[config.mk]
export PLATFORM = sky130hd
export DESIGN_NAME = ternary_stim_gen
export DESIGN_NICKNAME = d
export VERILOG_FILES = /design/src/rtl/ternary_stim_gen_pkg.sv /design/src/rtl/stim_lfsr_lane.sv /design/src/rtl/ternary_stim_gen.sv
export SDC_FILE = /design/constraint.sdc
export NUM_CORES = 1
export LEC_CHECK = 0
export CAP_MARGIN = 10
export CORE_ASPECT_RATIO = 0.5
export CORE_MARGIN = 4
export CORE_UTILIZATION = 49
export CTS_CLUSTER_SIZE = 25
export DETAILED_ROUTE_END_ITERATION = 10
export PLACE_DENSITY = 0.85
export SYNTH_ARGS = -nofsm -noshare
export SYNTH_HDL_FRONTEND = slang
export SYNTH_SLANG_ARGS = --single-unit
[constraint.sdc]
create_clock -name clk_i -period 6.31 [get_ports clk_i]
set_input_delay 0.631 -clock clk_i [delete_from_list [all_inputs] [get_ports clk_i]]
set_output_delay 0.631 -clock clk_i [all_outputs]
set_load 0.05 [all_outputs]
[src/rtl/ternary_stim_gen_pkg.sv]
// Shared types and constants for the ternary stimulus generator: stream modes, FSM states,
// LFSR taps, per-lane seed stride and the seed/step helpers a software replay model mirrors.
package ternary_stim_gen_pkg;

   localparam int D               = 8;
   localparam int FixedPointWidth = 16;

   localparam logic [31:0] StimLfsrTaps   = 32'h8020_0003;
   localparam logic [31:0] StimSeedStride = 32'h9E37_79B9;

   typedef enum logic {
      StimVector  = 1'b0,
      StimTernary = 1'b1
   } stim_mode_e;

   typedef enum logic [1:0] {
      StIdle = 2'd0,
      StRun  = 2'd1,
      StDone = 2'd2
   } stim_state_e;

   // An all-zero Galois LFSR is stuck, so a zero lane seed is replaced by 1.
   function automatic logic [31:0] lane_seed(input logic [31:0] seed, input int unsigned lane);
      logic [31:0] s;
      s = seed ^ (32'(lane) * StimSeedStride);
      return (s == 32'h0) ? 32'h1 : s;
   endfunction

   function automatic logic [31:0] lfsr_step(input logic [31:0] s);
      return (s >> 1) ^ (s[0] ? StimLfsrTaps : 32'h0);
   endfunction

endpackage

[src/rtl/stim_lfsr_lane.sv]
// One output lane: 32-bit Galois LFSR, hold register with full flag, and rejection of the -2 code.
// Draws when empty or on a non-final handshake; a full lane never advances while stalled.
module stim_lfsr_lane
   import ternary_stim_gen_pkg::*;
#(
   parameter int          W         = 16,
   parameter logic [31:0] ResetSeed = 32'h1
) (
   input  logic             clk_i,
   input  logic             rst_i,
   input  logic             load_i,
   input  logic [31:0]      seed_i,
   input  logic             run_i,
   input  stim_mode_e       mode_i,
   input  logic             hs_i,
   input  logic             clear_i,
   output logic             full_o,
   output logic [W-1:0]     data_o
);

   logic [31:0]  lfsr_q, lfsr_d;
   logic         full_q, full_d;
   logic [W-1:0] dat_q, dat_d;

   logic         draw;
   logic         rejected;
   logic [W-1:0] draw_val;

   always_comb begin
      draw     = run_i && !clear_i && (!full_q || hs_i);
      rejected = (mode_i == StimTernary) && (lfsr_q[1:0] == 2'b10);
      draw_val = (mode_i == StimTernary) ? {{(W-2){lfsr_q[1]}}, lfsr_q[1:0]} : lfsr_q[W-1:0];

      lfsr_d = lfsr_q;
      full_d = full_q;
      dat_d  = dat_q;
      if (load_i) begin
         lfsr_d = seed_i;
      end else if (clear_i) begin
         full_d = 1'b0;
         dat_d  = '0;
      end else if (draw) begin
         lfsr_d = lfsr_step(lfsr_q);
         if (rejected) begin
            full_d = 1'b0;
         end else begin
            full_d = 1'b1;
            dat_d  = draw_val;
         end
      end
   end

   always_ff @(posedge clk_i or posedge rst_i) begin
      if (rst_i) begin
         lfsr_q <= ResetSeed;
         full_q <= 1'b0;
         dat_q  <= '0;
      end else begin
         lfsr_q <= lfsr_d;
         full_q <= full_d;
         dat_q  <= dat_d;
      end
   end

   assign full_o = full_q;
   assign data_o = dat_q;

endmodule

[src/rtl/ternary_stim_gen.sv]
// Seedable random vector/ternary-matrix beat source; first beat one cycle after start (vector mode).
// Beats stall cleanly under !ready_i. TERNARY_STIM_GEN_SIGNATURE_EN builds the stream signature.
module ternary_stim_gen #(
   parameter int          Lanes = 4,
   parameter int          D     = ternary_stim_gen_pkg::D,
   parameter logic [31:0] Seed  = 32'hACE1_2024
) (
   input  logic                                                clk_i,
   input  logic                                                rst_i,
   input  logic                                                start_i,
   input  logic                                                mode_i,
   input  logic                                                load_seed_i,
   input  logic [31:0]                                         seed_i,
   output logic                                                valid_o,
   input  logic                                                ready_i,
   output logic [Lanes*ternary_stim_gen_pkg::FixedPointWidth-1:0] data_o,
   output logic                                                last_o,
   output logic                                                busy_o,
   output logic                                                done_o,
   output logic [31:0]                                         signature_o
);
   import ternary_stim_gen_pkg::*;

   localparam int W    = FixedPointWidth;
   localparam int CntW = $clog2(D*D/Lanes + 1);
   localparam logic [CntW-1:0] VecLast = CntW'(D/Lanes - 1);
   localparam logic [CntW-1:0] MatLast = CntW'(D*D/Lanes - 1);

   stim_state_e     state_q, state_d;
   stim_mode_e      mode_q, mode_d;
   logic [CntW-1:0] cnt_q, cnt_d;

   logic [Lanes-1:0]        full;
   logic [Lanes-1:0][W-1:0] lane_dat;
   logic [CntW-1:0]         last_idx;
   logic                    run, hs, final_hs, seed_load, start_acc;

   always_comb begin
      last_idx  = (mode_q == StimTernary) ? MatLast : VecLast;
      run       = (state_q == StRun);
      valid_o   = run && (&full);
      hs        = valid_o && ready_i;
      final_hs  = hs && (cnt_q == last_idx);
      seed_load = (state_q == StIdle) && load_seed_i;
      start_acc = (state_q == StIdle) && start_i && !load_seed_i;
      last_o    = valid_o && (cnt_q == last_idx);
      busy_o    = (state_q != StIdle);
      done_o    = (state_q == StDone);
   end

   always_comb begin
      state_d = state_q;
      mode_d  = mode_q;
      cnt_d   = cnt_q;
      case (state_q)
         StIdle: begin
            if (start_acc) begin
               mode_d  = stim_mode_e'(mode_i);
               cnt_d   = '0;
               state_d = StRun;
            end
         end
         StRun: begin
            if (final_hs) begin
               state_d = StDone;
            end else if (hs) begin
               cnt_d = cnt_q + CntW'(1);
            end
         end
         StDone:  state_d = StIdle;
         default: state_d = StIdle;
      endcase
   end

   always_ff @(posedge clk_i or posedge rst_i) begin
      if (rst_i) begin
         state_q <= StIdle;
         mode_q  <= StimVector;
         cnt_q   <= '0;
      end else begin
         state_q <= state_d;
         mode_q  <= mode_d;
         cnt_q   <= cnt_d;
      end
   end

   for (genvar k = 0; k < Lanes; k++) begin : g_lane
      stim_lfsr_lane #(
         .W         (W),
         .ResetSeed (lane_seed(Seed, k))
      ) u_lane (
         .clk_i   (clk_i),
         .rst_i   (rst_i),
         .load_i  (seed_load),
         .seed_i  (lane_seed(seed_i, k)),
         .run_i   (run),
         .mode_i  (mode_q),
         .hs_i    (hs),
         .clear_i (final_hs),
         .full_o  (full[k]),
         .data_o  (lane_dat[k])
      );
   end

   assign data_o = lane_dat;

`ifdef TERNARY_STIM_GEN_SIGNATURE_EN
   localparam int NChunk = (Lanes*W + 31) / 32;

   logic [31:0]          sig_q, sig_d;
   logic [31:0]          fold;
   logic [NChunk*32-1:0] dat_pad;

   always_comb begin
      dat_pad = '0;
      dat_pad[Lanes*W-1:0] = data_o;
      fold = '0;
      for (int c = 0; c < NChunk; c++) begin
         fold = fold ^ dat_pad[c*32 +: 32];
      end
      sig_d = sig_q;
      if (start_acc) begin
         sig_d = '0;
      end else if (hs) begin
         sig_d = {sig_q[30:0], sig_q[31]} ^ fold;
      end
   end

   always_ff @(posedge clk_i or posedge rst_i) begin
      if (rst_i) begin
         sig_q <= '0;
      end else begin
         sig_q <= sig_d;
      end
   end

   assign signature_o = sig_q;
`else
   assign signature_o = '0;
`endif

endmodule

## Yosys cells after proc, flatten, opt, wreduce, memory -nomap -nowiden

Cells that the tools add are included.

| word-level totals | value |
|---|---|
| bits in registers | 204 |
| input port bits | 38 |
| output and inout bits | 100 |
| logic and storage cells | 153 |

| operators by class | value |
|---|---|
| $add $sub $neg | 1 |
| equal/unequal tests | 16 |
| multiplexer cells | 56 |
| bitwise operators | 8 |
| reductions and logical operators | 57 |

Operators with widths:

| operator | count |
|---|---|
| 2-to-1 mux 32 bit | 20 |
| 2-to-1 mux 16 bit | 16 |
| logical NOT 32 bit | 4 |
| bitwise XOR 31 x 32 -> 32 bit | 4 |
| inverter 20 bit | 1 |
| AND reduction 2 bit | 10 |
| nonzero test 2 bit | 10 |
| inverter 19 bit | 1 |
| inverter 18 bit | 1 |
| logical AND 1 bit | 16 |
| 2-to-1 mux 5 bit | 3 |
| 2-to-1 mux 1 bit | 12 |
| AND reduction 3 bit | 4 |
| == test 2 bit, second input constant | 5 |
| inequality test 2 x 1 -> 1 bit, second input constant | 5 |
| case mux 5 bit (2 select lines) | 1 |
| inequality test 2 bit, second input constant | 4 |
| AND reduction 4 bit | 2 |
| logical NOT 1 bit | 6 |
| adder 5 x 1 -> 5 bit, second input constant | 1 |
| == test 5 x 4 -> 1 bit | 1 |
| logical OR 1 bit | 4 |
| 2-to-1 mux 2 bit | 2 |
| 2-to-1 mux 4 bit | 1 |
| other kinds (4) | 4 |

## Depth between registers and ports, before layout

Gate-level depths: netlist of run 1.

| depth | value |
|---|---|
| depth in word-level cells | 10 |
| mapped depth | 9 |
| mapped depth without buffers | 7 |

## Hierarchy

Synthesis of run 1 repeated with hierarchy kept, for this count alone.

| second synthesis, totals | value |
|---|---|
| cells, all modules | 1,333 |
| area total of the unflattened synthesis | 11,521.0 um^2 |

By module, submodules not included:

| module | times used | cells each | area each (um^2) | seq. area each (um^2) |
|---|---|---|---|---|
| stim_lfsr_lane (g_lane[1].u_lane ...) | 2 | 272 | 2,532.4 | 1,247.4 |
| stim_lfsr_lane (g_lane[2].u_lane) | 1 | 272 | 2,531.2 | 1,246.2 |
| stim_lfsr_lane (g_lane[0].u_lane) | 1 | 272 | 2,524.9 | 1,239.9 |
| ternary_stim_gen | 1 | 245 | 1,400.1 | 200.2 |

## Worst setup path before layout of run 1

Ideal clock, no wire load.

| timing path | value |
|---|---|
| path type | register to output |
| from | reg mode_q |
| to | out last_o |
| data arrival time | 2.000 ns |
| required time | 5.679 ns |
| path slack | 3.679 ns |
| cell stages (with the launch flop) | 6 |
| buffers on the path | 2 |
| cells stage by stage | dfrtp_1 -> buf_2 -> nor4_1 -> o21ai_1 -> buf_2 -> nor3_1 |

| on the way | value |
|---|---|
| longest elaborated chain between the ends | 3 |

RTL lines:

| element | line | RTL |
|---|---|---|
| start, declared | ternary_stim_gen.sv:30 | `stim_mode_e mode_q, mode_d;` |
| start signal, assigned | ternary_stim_gen.sv:78 | `mode_q <= StimVector;` |
| start signal, assigned | ternary_stim_gen.sv:82 | `mode_q <= mode_d;` |
| 2-to-1 mux 4 bit | ternary_stim_gen.sv:39 | `last_idx = (mode_q == StimTernary) ? MatLast : VecLast;` |
| == test 5 x 4 -> 1 bit | ternary_stim_gen.sv:46 | `last_o = valid_o && (cnt_q == last_idx);` |
| logical AND 1 bit | ternary_stim_gen.sv:46 |  |
| end, declared | ternary_stim_gen.sv:17 | `output logic last_o,` |

Every way passes these cells.

## Worst setup path in the final report of run 1

Same ends and word-level chain as after synthesis.

==> results_dict.tcl, run 1 <==
set metrics [dict create \
    status "finished clean" \
    finalSetupTns_ns 0 \
    gp_congestion 0.9573 \
    first_iter_violations 924 \
    final-seq-area_mm2 0.005181 \
    portBuffers 105 \
    drive_gt1_frac 0.1096 \
    yosysMostFrequentCell "a21oi_1" \
    cts-resized-gates 0 \
    fill_cells 1507 \
    vias_per_cell 5.984 \
    slew_violations 0 \
    clock_sinks 204 \
    detail_route.drc_violations 0 \
    nNetsFinal 1106 \
    dieArea_mm2 0.02197 \
    coreArea_mm2 0.01879 \
    synth_top_area_frac 0.3738 \
    io_pins 138 \
    overflow 0 \
    drt_wl_total_mm 25.68 \
    antenna_cells 0 \
    avgSynthCellArea_um2 9.554 \
    synth-main-ff-cell "dfrtp_1" \
    grt_usage 0.2305 \
    post_synth_num_cell_types 50 \
    timing.critical_path.fanout_max 11 \
    wire_per_inst_um 19.22 \
    maxCapViolCount 0 \
    max-slew-margin-rel 0.2790 \
    start_util 0.5096 \
    skew_ns 0.01133 \
    synth_common_cells "a21oi_1, dfrtp_1, nor2_1, nand2_1, dfstp_2" \
    cts_buffer_depth 3 \
    finalCritPeriodShare 0.5756 \
    yosys-top-cells-area "dfrtp_1, dfstp_2, a21oi_1" \
    die-width_um 205.7 \
    rows 35 \
    cts_made_buffers 20 \
    areaGrowthSynthToFinish_pct 17.50 \
    cts_hold_buf 0 \
    synth_top_area_cell "dfrtp_1" \
    required_ns 5.68 \
    firstDrtPassIters 5 \
    grt_pass1_vias 7612 \
    end_kind "output pin" \
    synth_cells 1002 \
    final_antenna_net_count 0 \
    synth_seq_cells 204 \
    yosysWarnings 0 \
    dp.final_hpwl_mm 16.51 \
    syn-cell-area_mm2 0.009573 \
    multi_input_area_mm2 0.003871 \
    antenna_found_initial 0 \
    arrival_ns 3.00 \
    period_needed_ns 3.632 \
    num_vias 7995 \
    worstSetupStartpointType "register" \
    fmax_mhz 275.3 \
    clk_latency_ns 0.49 \
    grt_max_degree 140 \
    min_path_type "register to register" \
    cts_tree "built" \
    worst_slew_pin_slew_ns 1.074 \
    path_clk_slew_ns 0.07 \
    post-cts-setup-buffer-count 0 \
    htreeDepth 1 \
    async_flop_share 1.000 \
    rsz0062_at_grt "no" \
    setup_violations 0 \
    die_y_um 106.8 \
    yosysSeqAreaShare 0.5412 \
    grt_pass1_wl_mm 41.24 \
    root_buffer "clkbuf_16" \
    crit_type "register to output pin" \
    setup_slack_ns 2.678 \
    synth-edff-count 0 \
    dp_slack_ns 3.005 \
    hold_viol_final 0 \
]
## cell type report
class,instances,area share
Multi-Input combinational cell,711,0.3442
Clock buffer,28,0.05172
Tap cell,259,0.02881
Clock inverter,8,0.006563
Inverter,8,0.003337
Timing Repair Buffer,118,0.1048
Sequential cell,204,0.4606
## routing by layer
layer / vias up / GRT usage / wire length, µm
met5: - / 0 / 0
met4: 0 / 0.05778 / 596
met3: 58 / 0.04563 / 2437
met2: 402 / 0.3713 / 12230
met1: 3895 / 0.3239 / 10420
li1: 3640 / - / -
## sequential cells by signal, summed over array words and instances (netlist names)
name / cells
g_lane.u_lane.lfsr_q: 128
mode_q: 1
state_q: 2
cnt_q: 5
g_lane.u_lane.full_o: 4
g_lane.u_lane.data_o: 64
## kinds of logic after synthesis
group           after synthesis  synth area share
flops                       204            0.5412
compound gates              365            0.2287
xor+xnor                      8          0.007320
buf+inv                     118           0.06744
other cells                   1         0.0003917
mux                           9          0.009411
fa+ha+maj                     5          0.006535
simple gates                292            0.1389
## layout by cell type, fill, tap and decap left out, types with 25 or more instances in the layout
cell type	instances
o21ai_0	25
a211oi_1	56
a211o_1	32
clkdlybuf4s50_1	105
nand2_1	101
and3_1	40
nor2_1	103
dfrtp_1	143
a21oi_1	224
dfstp_2	61
conb_1	32
## worst max-delay path, cell delays in order (launching register included)
cell and delay, ns:
dfrtp_1 0.54, and4_1 0.28, o21ai_1 0.84, nor3_1 0.10
clkdlybuf4s50_1 0.75
## worst paths after layout
path / start / endpoint / slack (ns) / cells past startpoint
max: mode_q / last_o / 2.68 / 4
min: g_lane[1].u_lane.lfsr_q[17] / g_lane[1].u_lane.lfsr_q[17] / 0.47 / 2
max reg2reg: mode_q / g_lane[3].u_lane.lfsr_q[24] / 3.24 / 5
min reg2reg: g_lane[1].u_lane.lfsr_q[17] / g_lane[1].u_lane.lfsr_q[17] / 0.47 / 2
max in group asynchronous: rst_i / g_lane[3].u_lane.lfsr_q[6] / 4.18 / 3
min in group asynchronous: rst_i / g_lane[0].u_lane.lfsr_q[28] / 0.75 / 2
## per-stage QoR
step	instances	hold slack, ns	utilization	area [µm²]
after floorplan	1033	0.4480	-	9689
after global placement	1296	0.4549	0.5606	10530
after detailed placement	1296	0.4597	0.5606	10530
after CTS	1332	0.4676	0.5955	11190
after global routing	1336	0.4829	0.5987	11250
final	1336	0.4681	0.5987	11250
Power of run 1 is not shown: default switching activity piles up to over one toggle a cycle in this logic, so the estimate is an artifact.
==> run 2: changes to the inputs <==
--- a/config.mk
+++ b/config.mk
@@ -8,10 +8,10 @@
 export CAP_MARGIN = 10
 export CORE_ASPECT_RATIO = 0.5
 export CORE_MARGIN = 4
-export CORE_UTILIZATION = 49
+export CORE_UTILIZATION = 55
 export CTS_CLUSTER_SIZE = 25
 export DETAILED_ROUTE_END_ITERATION = 10
-export PLACE_DENSITY = 0.85
+export PLACE_DENSITY = 0.9
 export SYNTH_ARGS = -nofsm -noshare
 export SYNTH_HDL_FRONTEND = slang
 export SYNTH_SLANG_ARGS = --single-unit
==> constraint.sdc (replaced) <==
create_clock -name clk_i -period 3.8 [get_ports clk_i]
set_input_delay 0.38 -clock clk_i [delete_from_list [all_inputs] [get_ports clk_i]]
set_output_delay 0.38 -clock clk_i [all_outputs]
set_load 0.05 [all_outputs]
==> run 2 against run 1 <==
Worst setup slack worse by 2.2 ns. Wire length rose by 1.9%. First-iteration DRC count rose by 10%. Count of clock-buffer cells in the layout fell by 2. Hold slack got worse by 0.084 ns.
==> results_dict.tcl, run 2 (synthesized netlist as in run 1, its figures left out) <==
set metrics [dict create \
    worstSetupStartpointType "register" \
    gp_congestion 0.9395 \
    hold_viol_final 0 \
    coreArea_mm2 0.01672 \
    setup_violations 0 \
    required_ns 3.42 \
    cts_tree "built" \
    r2r_setup_slack_ns 0.77 \
    vias_per_cell 6.228 \
    post-cts-setup-buffer-count 0 \
    arrival_ns 2.95 \
    cp_cell_sequence "and4_1 -> o21ai_1 -> nor3_1 -> clkdlybuf4s50_1" \
    max-slew-margin-rel 0.3010 \
    grt_pass1_vias 7818 \
    nNetsFinal 1109 \
    antenna_found_initial 0 \
    clock_sinks 204 \
    overflow 0 \
    die-width_um 194.6 \
    num_vias 8134 \
    fmax_mhz 300.2 \
    finalSetupTns_ns 0 \
    cp_slowest_cell "o21ai_1" \
    portBuffers 105 \
    htreeDepth 1 \
    dp.final_hpwl_mm 16.80 \
    drive_gt1_frac 0.1112 \
    start_util 0.5725 \
    first_iter_violations 1020 \
    rows 33 \
    layout_common_cells "a21oi_1, dfrtp_1, clkdlybuf4s50_1, nor2_1, nand2_1" \
    end_kind "output pin" \
    cts_buffer_depth 3 \
    r2r_cells 5 \
    timing.critical_path.fanout_max 11 \
    status "finished clean" \
    grt_pass1_wl_mm 41.84 \
    layout_commonest_cell "a21oi_1" \
    grt_max_degree 104 \
    die_y_um 101.3 \
    largest_register_ffs 128 \
    finalCritPeriodShare 0.8766 \
    maxCapViolCount 0 \
    skew_ns 0.02145 \
    top_register "g_lane.u_lane.lfsr_q" \
    cts-resized-gates 0 \
    cts_hold_buf 0 \
    grt_usage 0.2603 \
    cp-startpoint "mode_q" \
    root_buffer "clkbuf_16" \
    min_path_type "input port to asynchronous set/reset pin" \
    r2r-end "g_lane[0].u_lane.lfsr_q[2]" \
    worst_slew_pin_slew_ns 1.048 \
    slew_violations 0 \
    crit_type "register to output pin" \
    clk_latency_ns 0.50 \
    antenna_cells 0 \
    drt_wl_total_mm 26.17 \
    period_needed_ns 3.331 \
    io_pins 138 \
    final_antenna_net_count 0 \
    dieArea_mm2 0.01971 \
    reg2reg_from "mode_q" \
    cts_made_buffers 19 \
    wire_per_inst_um 20.04 \
    firstDrtPassIters 6 \
    path_clk_slew_ns 0.07 \
    detail_route.drc_violations 0 \
    rsz0062_at_grt "no" \
    areaGrowthSynthToFinish_pct 17.67 \
    slowest_delay_ns 0.79 \
]
## run 2: cell types whose count changed in the layout (fill, tap and decap cells not counted)
cell / before / now
buf_12: 0 / 3
buf_4: 9 / 14
buf_8: 4 / 0
bufinv_16: 1 / 4
clkbuf_16: 21 / 19
clkinv_2: 4 / 2
inv_8: 1 / 0
## run 2: routing by layer
layer  vias to the layer above  wire (µm)  GRT usage
met5                         -          0          0
met4                         0        916    0.09233
met3                        77       2538    0.05650
met2                       425      11980     0.4150
met1                      3999      10740     0.3599
li1                       3633          -          -
## run 2: how the worst max path moves through the flow
stage / depth (start not counted) / to / slack [ns]
6_report: 4 / last_o / 0.47
5_1_grt: 4 / last_o / 0.35
4_1_cts: 4 / last_o / 0.53
3_5_place_dp: 6 / g_lane[0].u_lane.lfsr_q[2] / 0.80
3_3_place_gp: 6 / g_lane[1].u_lane.lfsr_q[10] / 0.94
2_1_floorplan: 1 / cnt_q[0] / 0.83
## run 2: stage by stage
step	cells	hold WS [ns]	utilization	worst slack [ns]	cell area, µm²
CTS	1306	0.4485	0.6736	0.5345	11260
detailed placement	1272	0.4591	0.6331	0.7960	10590
global route	1306	0.4598	0.6736	0.3498	11260
floorplan	1033	0.4480	-	0.8255	9693
finish	1306	0.3845	0.6736	0.4690	11260
global placement	1272	0.4541	0.6331	0.9427	10590
## run 2: layout make-up
cell class	count	area (µm²)
fillers	1241	5458
flip-flops and latches	204	5181
multi-input cells	711	3871
repair buffers	122	1216
clock buffers	26	531.8
well taps	227	284.0
clock inverters	8	146.4
inverters	8	33.78
## run 2: worst max-delay path: cells and delay by family, from the launching register on
kind	cells	cell delay, ns
buffers and inverters	1	0.75
flip-flops	1	0.50
AO/OA/AOI/OAI	1	0.79
AND/OR/NAND/NOR	2	0.40
Power of run 2 is left out for the same reason.
